### src/rtl/icon_gen_pkg.sv
// Shared constants, types and sprite artwork for the robot icon generator.
// Sprite art is a constant table so the ROM needs no external load step.
package icon_gen_pkg;

  localparam int unsigned SPRITE_SIZE = 16;
  localparam int unsigned SCALE       = 4;
  localparam int unsigned SCALE_SHIFT = 2;
  localparam logic [9:0]  XFER_ROW    = 10'd480;

  localparam logic [11:0] PAL_CLEAR  = 12'h000;
  localparam logic [11:0] PAL_RED    = 12'hF00;
  localparam logic [11:0] PAL_YELLOW = 12'hFF0;
  localparam logic [11:0] PAL_WHITE  = 12'hFFF;

  typedef enum logic [2:0] {
    ORIENT_N  = 3'd0,
    ORIENT_NE = 3'd1,
    ORIENT_E  = 3'd2,
    ORIENT_SE = 3'd3,
    ORIENT_S  = 3'd4,
    ORIENT_SW = 3'd5,
    ORIENT_W  = 3'd6,
    ORIENT_NW = 3'd7
  } orient_e;

  typedef struct packed {
    logic [7:0] loc_x;
    logic [7:0] loc_y;
    orient_e    dir;
    logic       blink;
  } robot_regs_t;

  function automatic logic [11:0] palette(input logic [1:0] idx);
    case (idx)
      2'd1:    palette = PAL_RED;
      2'd2:    palette = PAL_YELLOW;
      2'd3:    palette = PAL_WHITE;
      default: palette = PAL_CLEAR;
    endcase
  endfunction

  // Sprite 0: upward arrow; sprite 1: arrow toward upper right.
  // White corner markers break mirror symmetry so rotations are distinguishable.
  function automatic logic [1:0] sprite_word(input logic sprite, input logic [3:0] sr,
                                             input logic [3:0] sc);
    sprite_word = 2'd0;
    if (!sprite) begin
      if (sr == 4'd15 && sc == 4'd0)
        sprite_word = 2'd3;
      else if (sr <= 4'd7 && {1'b0, sc} >= 5'd7 - {1'b0, sr} && {1'b0, sc} <= 5'd8 + {1'b0, sr})
        sprite_word = 2'd2;
      else if ((sc == 4'd7 || sc == 4'd8) && sr >= 4'd2)
        sprite_word = 2'd1;
    end else begin
      if (sr == 4'd15 && sc == 4'd15)
        sprite_word = 2'd3;
      else if (sr <= 4'd5 && sc >= 4'd10)
        sprite_word = 2'd2;
      else if ({1'b0, sr} + {1'b0, sc} == 5'd15)
        sprite_word = 2'd1;
    end
  endfunction

endpackage

### src/rtl/icon_rom.sv
// Two 16x16 sprites of 2-bit palette indices, address {sprite, sr, sc},
// one-cycle registered read.
module icon_rom
  import icon_gen_pkg::*;
(
  input  logic       clk_i,
  input  logic [8:0] addr_i,
  output logic [1:0] data_o
);

  logic [1:0] rom [512];
  logic [1:0] data_q;

  for (genvar a = 0; a < 512; a++) begin : g_word
    localparam logic [8:0] A = 9'(a);
    assign rom[a] = sprite_word(A[8], A[7:4], A[3:0]);
  end

  always_ff @(posedge clk_i) begin
    data_q <= rom[addr_i];
  end

  assign data_o = data_q;

endmodule

### src/rtl/icon_gen.sv
// Robot icon overlay: double-buffered robot registers, 3-stage pixel pipeline
// (hit test, sprite ROM read, palette lookup) with blink gating.
module icon_gen
  import icon_gen_pkg::*;
(
  input  logic        clk,
  input  logic        reset_n,
  input  logic [9:0]  pixel_row,
  input  logic [9:0]  pixel_column,
  input  logic        video_on,
  input  logic [7:0]  LocX,
  input  logic [7:0]  LocY,
  input  logic [2:0]  orient,
  input  logic        blink_en,
  input  logic        upd_sysregs,
  output logic [11:0] icon,
  output logic        video_on_out
);

  localparam logic signed [10:0] HALF_S = 11'(SPRITE_SIZE / 2);

  robot_regs_t shadow_q, active_q;
  logic [4:0]  frame_q;
  logic        xfer;

  assign xfer = (pixel_row == XFER_ROW) && (pixel_column == '0);

  // Active copy only moves at the transfer point, so a frame never tears.
  always_ff @(posedge clk) begin
    if (!reset_n) begin
      shadow_q <= '0;
      active_q <= '0;
      frame_q  <= '0;
    end else begin
      if (upd_sysregs)
        shadow_q <= '{loc_x: LocX, loc_y: LocY, dir: orient_e'(orient), blink: blink_en};
      if (xfer) begin
        active_q <= shadow_q;
        frame_q  <= frame_q + 5'd1;
      end
    end
  end

  logic signed [10:0] org_x, org_y, rel_c, rel_r;
  logic [2:0]         dir_bits;
  logic               hit_d, blank_d;

  assign dir_bits = active_q.dir;
  assign org_x    = $signed(11'(active_q.loc_x) << SCALE_SHIFT) - HALF_S;
  assign org_y    = $signed(11'(active_q.loc_y) << SCALE_SHIFT) - HALF_S;
  assign rel_c    = $signed({1'b0, pixel_column}) - org_x;
  assign rel_r    = $signed({1'b0, pixel_row}) - org_y;
  assign hit_d    = (rel_c[10:4] == '0) && (rel_r[10:4] == '0);
  assign blank_d  = active_q.blink & frame_q[4];

  logic [3:0] r1_q, c1_q;
  logic [1:0] rot1_q;
  logic       spr1_q, hit1_q, vid1_q, blank1_q;
  logic       hit2_q, vid2_q, blank2_q;
  logic [11:0] icon_q;
  logic        vid3_q;

  always_ff @(posedge clk) begin
    if (!reset_n) begin
      r1_q     <= '0;
      c1_q     <= '0;
      rot1_q   <= '0;
      spr1_q   <= 1'b0;
      hit1_q   <= 1'b0;
      vid1_q   <= 1'b0;
      blank1_q <= 1'b0;
    end else begin
      r1_q     <= rel_r[3:0];
      c1_q     <= rel_c[3:0];
      rot1_q   <= dir_bits[2:1];
      spr1_q   <= dir_bits[0];
      hit1_q   <= hit_d;
      vid1_q   <= video_on;
      blank1_q <= blank_d;
    end
  end

  logic [3:0] sr, sc;
  logic [1:0] rom_data;

  always_comb begin
    sr = r1_q;
    sc = c1_q;
    case (rot1_q)
      2'd1:    begin sr = ~c1_q; sc = r1_q;  end
      2'd2:    begin sr = ~r1_q; sc = ~c1_q; end
      2'd3:    begin sr = c1_q;  sc = ~r1_q; end
      default: begin sr = r1_q;  sc = c1_q;  end
    endcase
  end

  icon_rom u_rom (
    .clk_i  (clk),
    .addr_i ({spr1_q, sr, sc}),
    .data_o (rom_data)
  );

  always_ff @(posedge clk) begin
    if (!reset_n) begin
      hit2_q   <= 1'b0;
      vid2_q   <= 1'b0;
      blank2_q <= 1'b0;
      icon_q   <= PAL_CLEAR;
      vid3_q   <= 1'b0;
    end else begin
      hit2_q   <= hit1_q;
      vid2_q   <= vid1_q;
      blank2_q <= blank1_q;
      icon_q   <= (hit2_q && vid2_q && !blank2_q) ? palette(rom_data) : PAL_CLEAR;
      vid3_q   <= vid2_q;
    end
  end

  assign icon         = icon_q;
  assign video_on_out = vid3_q;

endmodule
### config.mk
export PLATFORM = sky130hd
export DESIGN_NAME = icon_gen
export DESIGN_NICKNAME = d
export VERILOG_FILES = /design/src/rtl/icon_gen_pkg.sv /design/src/rtl/icon_rom.sv /design/src/rtl/icon_gen.sv
export SDC_FILE = /design/constraint.sdc
export NUM_CORES = 1
export LEC_CHECK = 0
export CORE_UTILIZATION = 43
export DETAILED_ROUTE_END_ITERATION = 12
export DONT_BUFFER_PORTS = 1
export SETUP_SLACK_MARGIN = 0.1
export SYNTH_ARGS = -nofsm -noshare
export SYNTH_HDL_FRONTEND = slang
export SYNTH_HIERARCHICAL = 1
export SYNTH_SLANG_ARGS = --single-unit
export TNS_END_PERCENT = 30
### constraint.sdc
create_clock -name clk -period 3.8 [get_ports clk]
set_clock_uncertainty 0.05 [all_clocks]
set_input_delay 1.14 -clock clk [delete_from_list [all_inputs] [get_ports clk]]
set_output_delay 1.14 -clock clk [all_outputs]
set_load 0.005 [all_outputs]
# Word-level counts from Yosys, hierarchy flattened
# Memories as Yosys holds them, arrays and structs flattened. A register that Yosys moved wholly into a read port is not among the register bits.
# Cells that the tools add are included.
[word_totals]
reg_bits = 75
romBits = 1024
out_inout_bits = 13
word_cells = 50
mem_count = 1
[op_classes]
add_sub_neg = 5
eq_ne = 7
muxes = 3
bitwise = 4
reduce_logical = 9
[memory_table]
columns = ["memory", "words", "width", "read_ports", "rd_ports_with_merged_regs", "wr", "line_no", "source"]
rows = [
  ["(no name shown)", 512, 2, 1, 1, 0, "icon_rom.sv:20", "data_q <= rom[addr_i];"],
]
[op_table]
columns = ["operator", "count"]
rows = [
  ["12-bit case mux with 3 select lines", 1],
  ["4-bit case mux with 3 select lines", 2],
  ["10-bit by 4-bit subtractor with 11-bit output (second input constant)", 2],
  ["11-bit subtractor", 2],
  ["7-bit logical NOT", 2],
  ["10-bit by 9-bit equality test with 1-bit output (second input constant)", 1],
  ["10-bit logical NOT", 1],
  ["9-bit inverter with 10-bit output", 1],
  ["2-bit equality test (second input constant)", 4],
  ["4-bit inverter", 2],
  ["5-bit by 1-bit adder with 5-bit output (second input constant)", 1],
  ["2-bit by 1-bit equality test with 1-bit output (second input constant)", 2],
  ["1-bit logical AND", 4],
  ["2-bit AND reduction", 1],
  ["1-bit bitwise AND", 1],
  ["1-bit logical NOT", 1],
]

# Longest topological paths before layout
# Gate-level depths: netlist of run 1.
[depth]
depth_word = 4
mapped_depth = 10
depth_no_buf = 10

# Modules after synthesis
# The synthesis of run 1 kept the hierarchy.
[modules_own_cells]
columns = ["mod", "instances", "cells_each", "area_per_inst_um2"]
rows = [
  ["icon_gen", 1, 378, 3611.0],
  ["icon_rom", 1, 53, 397.9],
]

# Least setup slack after synthesis of run 1
# Ideal clock, no wire load.
[synth_path]
kind = "input port to flip-flop"
start = "in pixel_column[2]"
end = "reg hit1_q"
setup_ns = 0.088
arrival_time_ns = 3.283
t_required_ns = 3.662
setup_slack_ns = 0.379
cell_stages = 8
cell_sequence = "ha_1 ha_1 o21bai_2 and4_1 o21ai_1 a2111o_1 or4_1 nor4_2"
[synth_between]
elab_chain_len = 3
[synth_rtl]
columns = ["element", "line_no", "source"]
rows = [
  ["start: declaration", "icon_gen.sv:9", "input logic [9:0] pixel_column,"],
  ["11-bit subtractor", "icon_gen.sv:51", "assign rel_c = $signed({1'b0, pixel_column}) - org_x;"],
  ["7-bit logical NOT", "icon_gen.sv:53", "assign hit_d = (rel_c[10:4] == '0) && (rel_r[10:4] == '0);"],
  ["1-bit logical AND", "icon_gen.sv:53", ""],
  ["end signal: assignment", "icon_gen.sv:77", "hit1_q <= hit_d;"],
  ["end: declaration", "icon_gen.sv:58", "logic spr1_q, hit1_q, vid1_q, blank1_q;"],
]
# No other way between the ends.
# A chain may end at the register's enable or synchronous reset.

# Final worst setup path of run 1
# Ends and elaborated chain as after synthesis.

==> results of run 1 <==
[metal layers]
layer  share of wire, %  routed length [um]  vias up
li1                   -                   -     1467
met1                 44                3490     1307
met2                 49                3870       63
met3                5.6                 437        9
met4               0.74                  58        0
met5                  0                   0        -
[Yosys cell counts (2+ instances only)]
master | instances | area, um^2
and2_1 | 18 | 113
nand2_1 | 16 | 60.1
or4_1 | 4 | 30.0
and4_1 | 2 | 17.5
o311ai_0 | 2 | 17.5
o21a_1 | 3 | 22.5
nand2b_1 | 3 | 18.8
a21oi_1 | 17 | 85.1
inv_1 | 29 | 109
ha_1 | 35 | 438
mux2i_1 | 47 | 470
and3_1 | 5 | 31.3
xor2_1 | 5 | 43.8
nor4_1 | 3 | 18.8
nor3_1 | 4 | 20.0
a21o_1 | 3 | 22.5
a31oi_1 | 4 | 25.0
nand4_1 | 5 | 31.3
dfxtp_1 | 68 | 1360
nor2b_1 | 44 | 275
nor2_1 | 11 | 41.3
buf_6 | 2 | 22.5
nand3_1 | 3 | 15.0
a22oi_1 | 2 | 15.0
o21ai_1 | 2 | 10.0
o21ai_0 | 17 | 85.1
clkbuf_1 | 11 | 41.3
nor4b_1 | 2 | 17.5
buf_2 | 2 | 10.0
buf_4 | 13 | 97.6
or3_1 | 3 | 18.8
xnor2_1 | 16 | 140
o2111ai_1 | 3 | 26.3
[worst max-delay path, cell delays in order]
cell,delay [ns]
ha_1,0.30
ha_1,0.33
o21bai_2,0.14
and4_1,0.25
o21ai_1,0.07
a2111o_1,0.40
or4_1,0.53
nor4_2,0.24
[per-stage QoR]
step	instance area (um^2)	utilization, %	hold WS, ns
2_1_floorplan	4010	-	0.362
3_3_place_gp	3990	44.9	0.364
3_5_place_dp	3990	44.9	0.377
4_1_cts	4220	47.4	0.395
5_1_grt	4220	47.4	0.414
6_report	4220	47.4	0.391
[flip-flops by register name, summed over array words and instances, names as in the netlist]
| signal | cells |
|---|---|
| hit1_q | 1 |
| rot1_q | 2 |
| dir_bits | 3 |
| u_rom/data_o | 2 |
| blank2_q | 1 |
| vid1_q | 1 |
| active_q | 17 |
| r1_q | 4 |
| video_on_out | 1 |
| vid2_q | 1 |
| shadow_q | 20 |
| icon | 3 |
| frame_q | 5 |
| hit2_q | 1 |
| c1_q | 4 |
| blank1_q | 1 |
| spr1_q | 1 |
[cell type report]
cell class | count | area [um^2] | share of cell area [%]
Multi-Input combinational cell | 306 | 2370 | 56.1
Clock buffer | 10 | 138 | 3.26
Tap cell | 108 | 135 | 3.20
Inverter | 29 | 109 | 2.58
Clock inverter | 6 | 86.3 | 2.05
Timing Repair Buffer | 1 | 20.0 | 0.475
Sequential cell | 68 | 1360 | 32.3
[path summary, 6_finish.rpt]
check	from	endpoint	slack [ns]	depth (start not counted)
hold / removal	vid1_q$_SDFF_PN0_	vid2_q$_SDFF_PN0_	0.39	1
setup reg to reg	rot1_q[0]$_SDFF_PN0_	u_rom/data_o[1]$_DFF_P_	0.93	7
setup / recovery	pixel_column[2]	hit1_q$_SDFF_PN0_	0.61	8
hold reg to reg	vid1_q$_SDFF_PN0_	vid2_q$_SDFF_PN0_	0.39	1
[power breakdown]
group / switching (mW) / leakage, nW / internal (mW)
logic: 0.117 / 0.948 / 0.104
registers: 0.0113 / 0.555 / 0.735
clock network: 0.268 / 0.113 / 0.387
total: 0.396 / 1.62 / 1.23
[cells by family (layout without fill, tap and decap cells)]
family / after synthesis / count (layout)
AND/OR/NAND/NOR: 134 / 134
adder cells (fa/ha/maj): 35 / 35
AO/OA/AOI/OAI: 69 / 69
buffers and inverters: 57 / 46
multiplexers: 47 / 47
flip-flops: 68 / 68
XOR/XNOR: 21 / 21
[layout by cell type (no fill, tap or decap), drive strengths merged, types with 3 or more instances in the layout]
| cell | Yosys | final |
|---|---|---|
| a21o | 3 | 3 |
| and3 | 6 | 6 |
| xor2 | 5 | 5 |
| xnor2 | 16 | 16 |
| nand2b | 3 | 3 |
| mux2i | 47 | 47 |
| clkbuf | 11 | 10 |
| and2 | 19 | 19 |
| dfxtp | 68 | 68 |
| nor2b | 45 | 45 |
| o21ai | 19 | 19 |
| o2111ai | 3 | 3 |
| nand3 | 3 | 3 |
| inv | 29 | 30 |
| nor3 | 4 | 4 |
| nand2 | 16 | 16 |
| nand4 | 5 | 5 |
| or4 | 4 | 4 |
| nor2 | 11 | 11 |
| ha | 35 | 35 |
| a31oi | 4 | 4 |
| or3 | 3 | 3 |
| a21oi | 17 | 17 |
| o21a | 3 | 3 |
| nor4 | 5 | 5 |
==> run summary, run 1 <==
Status: completed
Largest net degree at the start of global routing: 64
Post-route DRC: 0
Routed len/inst: 14.9 um
Post-Synth Simple-Gate Area: 20.5%
Fin worst setup slack: 0.606 ns
Max cap viols: 0
Placed insts: 512
I/O pin count: 57
Share of flip-flops with an asynchronous set or reset: 0%
Share of cells above drive strength 1: 5.95%
Startpoint Class: primary input
Clk sinks: 68
Post-CTS Setup Bufs: 0
Pre-Repair DR Iteration Count: 4
Post-CTS Resized: 0
Final worst-path cycle share: 84.1%
Antenna cells: 0
Total Nets Final: 494
CTS tree: done
CP Class: primary input to register
Vias in the first global route: 2822
GRT Util Overall: 17.6%
Number of routed nets with antenna violations: 0
Post-synthesis compound-gate area fraction: 11.3%
Die area: 9710 um^2
Final Hold Fails: 0
GRT Residual Overflow: 0
Unrepaired setup endpoints after global routing: no
Most Crowded Layer GR: met2
Cts bufs inserted: 9
Core Area: 8890 um^2
Data required, critical path: 4.00 ns
Met1 global-route usage: 21.2%
Max IR drop VDD: 0.000245 V
DR iter-0 viols: 148
Syn nets: 510
Cell count after synthesis: 431
Number of synthesized flops with an enable pin: 0
Post-Synth XOR/XNOR Area: 4.59%
Setup crit end kind: register
Worst-margin pin slew: 1.12 ns
Final Power: 1.62 mW
Number of fill cells: 849
Synthesized area: 4010 um^2
FF+latch count, synth: 68
Final setup vio count: 0
Library cells used by synthesis: 60
Main combinational cell family by area after synthesis: simple AND/OR/NAND/NOR gates
Hold Path Class: register to register
Syn. warnings: 6
Initial antenna violation count: 0
Cts hold-fix bufs: 0
Leakage: 1.62 nW
Post-synthesis mux area share: 11.7%
Max Slew Vio Count: 0
Sequential area share after synthesis: 34.0%
Initial Util: 45.1%
Global-route wire length before repair: 13400 um
CTS clock-pin slew for the worst setup and hold paths: 0.07 ns
M3 GR Usage: 5.74%
Final WL: 7850 um
Tmin final: 3.19 ns
HPWL Detailed: 5840 um
Highest net fanout along the worst path: 3
Met2 Resource Use GR: 30.3%
Slew margin rel.: 24.9%
Adder-cell share of the synthesized area: 10.9%
Pre-CTS setup slack: 0.255 ns
Primary FF master, synth: dfxtp_1
Non-filler instance count after layout: 528
Latest clock arrival within the worst-skew pair: 0.34 ns
Area grow syn2layout: 5.18%
Final RePlAce weighted congestion: 0.922
CTS H-tree lvls: 3
DR vias/cell: 5.39
Die Span Y: 98.6 um
Max Root-Sink Buffers: 2
Row cnt: 34
Port Buffers: 0
Avg Inst Size Synth: 9.30 um^2
Die Wd: 98.6 um
Via count: 2846
CTS root buf: clkbuf_8
Setup TNS: 0 ns
Crit path DAT: 3.39 ns
Fmax: 313 MHz
Power density of the placed cells: 385 nW/um^2
Note: power is estimated with default switching activity, not from simulation.
==> run 2: changes to the inputs <==
- clock period: 3.8 -> 3.3 ns (I/O delays scaled with it)
==> run 2 against run 1 <==
Setup slack got worse by 0.33 ns. Sequential power increased by 15%. Combinational power is 25% higher. Sequential share of layout area down 0.56 points. Count of clock-buffer cells in the layout grew 4. First-iteration DRC count fell by 37%. Via count up 1.8%. Register-to-register slack lost 0.39 ns. Largest power group unchanged. Flip-flop and latch count stayed put. Wire length up 2.2%.
==> run summary, run 2 (synthesis gave the netlist of run 1 again) <==
Crit-path most repeated cell: ha_1
Antenna cells: 0
Area grow syn2layout: 7.02%
Clk sinks: 68
Max FFs per register: 20
CP peak stage delay: 0.51 ns
Non-filler instance count after layout: 535
Die Wd: 98.6 um
CTS clock-pin slew for the worst setup and hold paths: 0.07 ns
Max cap viols: 0
Initial Util: 45.1%
CTS root buf: clkbuf_8
Final setup vio count: 0
Global-route wire length before repair: 13500 um
Footprint of the multi-input gates: 2420 um^2
Most frequent cells in the layout: 68 x dfxtp_1, 47 x mux2i_1, 44 x nor2b_1
Most Crowded Layer GR: met2
Setup crit end kind: register
CP Class: primary input to register
Vias in the first global route: 2878
Status: completed
Leakage: 1.64 nW
Final worst-path cycle share: 91.6%
Number of fill cells: 846
M3 GR Usage: 6.45%
CTS tree: done
Met2 Resource Use GR: 30.2%
Power density of the placed cells: 413 nW/um^2
Hold Path Class: register to register
Worst Path Buf+Inv: 1
Largest net degree at the start of global routing: 64
Pre-Repair DR Iteration Count: 6
Register area: 1360 um^2
Dpl cell area: 4100 um^2
Unrepaired setup endpoints after global routing: no
Fin util: 48.3%
Cts hold-fix bufs: 0
Post-CTS Setup Bufs: 0
Total Nets Final: 502
Max Slew Vio Count: 0
Port Buffers: 0
Top reg by flops: shadow_q
Number of routed nets with antenna violations: 0
Post-CTS Resized: 0
Finished Cell Area: 4290 um^2
Biggest regs: shadow_q: 20 flops, active_q: 17 flops, frame_q: 5 flops
Data required, critical path: 3.51 ns
Placed insts: 520
Via count: 2898
Slew margin rel.: 35.0%
Post-Route Hold Slack: 0.387 ns
DR vias/cell: 5.42
Final Hold Fails: 0
GRT Util Overall: 17.8%
Tmin final: 3.02 ns
Post-route DRC: 0
Max Root-Sink Buffers: 2
Cts bufs inserted: 9
Initial antenna violation count: 0
Die area: 9710 um^2
Commonest non-fill, non-tap cell in the layout: dfxtp_1
Share of cells above drive strength 1: 8.20%
DR iter-0 viols: 93
CP Cell Sequence: ha_1 -> ha_1 -> o21bai_1 -> a21oi_1 -> buf_4 -> o21a_1 -> o311ai_0 -> o221ai_1 -> nor4_2
Met1 global-route usage: 21.3%
CTS H-tree lvls: 3
CP max stage cell: o311ai_0
Top delay family on crit path: compound AO/OA/AOI/OAI gates
Die Span Y: 98.6 um
Highest net fanout along the worst path: 3
Worst-margin pin slew: 0.968 ns
GRT Residual Overflow: 0
Core Area: 8890 um^2
I/O pin count: 57
Final WL: 8030 um
Crit path DAT: 3.23 ns
Final RePlAce weighted congestion: 0.939
Fmax: 331 MHz
Startpoint Class: primary input
Max IR drop VDD: 0.000264 V
Row cnt: 34
HPWL Detailed: 5970 um
Routed len/inst: 15.0 um
Latest clock arrival within the worst-skew pair: 0.34 ns
## run 2: cell type report
cell class                 instances  share of cell area, %
inverter                          29                   2.54
multi-input combinational        306                   56.3
clock inverter                     1                  0.117
timing repair buffer               9                   1.87
tap                              108                   3.15
clock buffer                      14                   4.26
sequential                        68                   31.7
## run 2: routing by layer
metal,routed length [um],vias to the layer above,part of all wire (%)
met2,3860,76,48
met4,70,0,0.87
met1,3560,1334,44
li1,-,1482,-
met3,533,6,6.6
met5,0,-,0
## run 2: power breakdown
part / total [mW] / internal, mW / switching, mW
Sequential: 0.860 / 0.847 / 0.0131
Clock: 0.635 / 0.350 / 0.285
Combinational: 0.276 / 0.136 / 0.141
## run 2: final timing paths
kind	startpoint	endpoint	slack (ns)	cells past startpoint
max reg2reg	rot1_q[0]$_SDFF_PN0_	u_rom/data_o[1]$_DFF_P_	0.54	7
min	blank1_q$_SDFF_PN0_	blank2_q$_SDFF_PN0_	0.39	1
min reg2reg	blank1_q$_SDFF_PN0_	blank2_q$_SDFF_PN0_	0.39	1
max	pixel_row[2]	hit1_q$_SDFF_PN0_	0.28	9
## run 2: stage by stage
| stage | setup TNS, ns | worst slack (ns) | power [mW] |
|---|---|---|---|
| floorplan | 0 | 0.110 | 1.11 |
| global placement | 0 | 0.0353 | 1.15 |
| detailed placement | -0.00340 | -0.00340 | 1.15 |
| CTS | 0 | 0.346 | 1.79 |
| global route | 0 | 0.201 | 1.87 |
| finish | 0 | 0.279 | 1.77 |
## run 2: worst reg2reg max path, stage by stage (launching register included)
cell,delay [ns]
dfxtp_1,0.58
mux2i_1,0.16
xnor2_1,0.78
nor4_1,0.22
a21oi_1,0.18
nor3b_1,0.06
or4b_1,0.47
a32oi_1,0.18
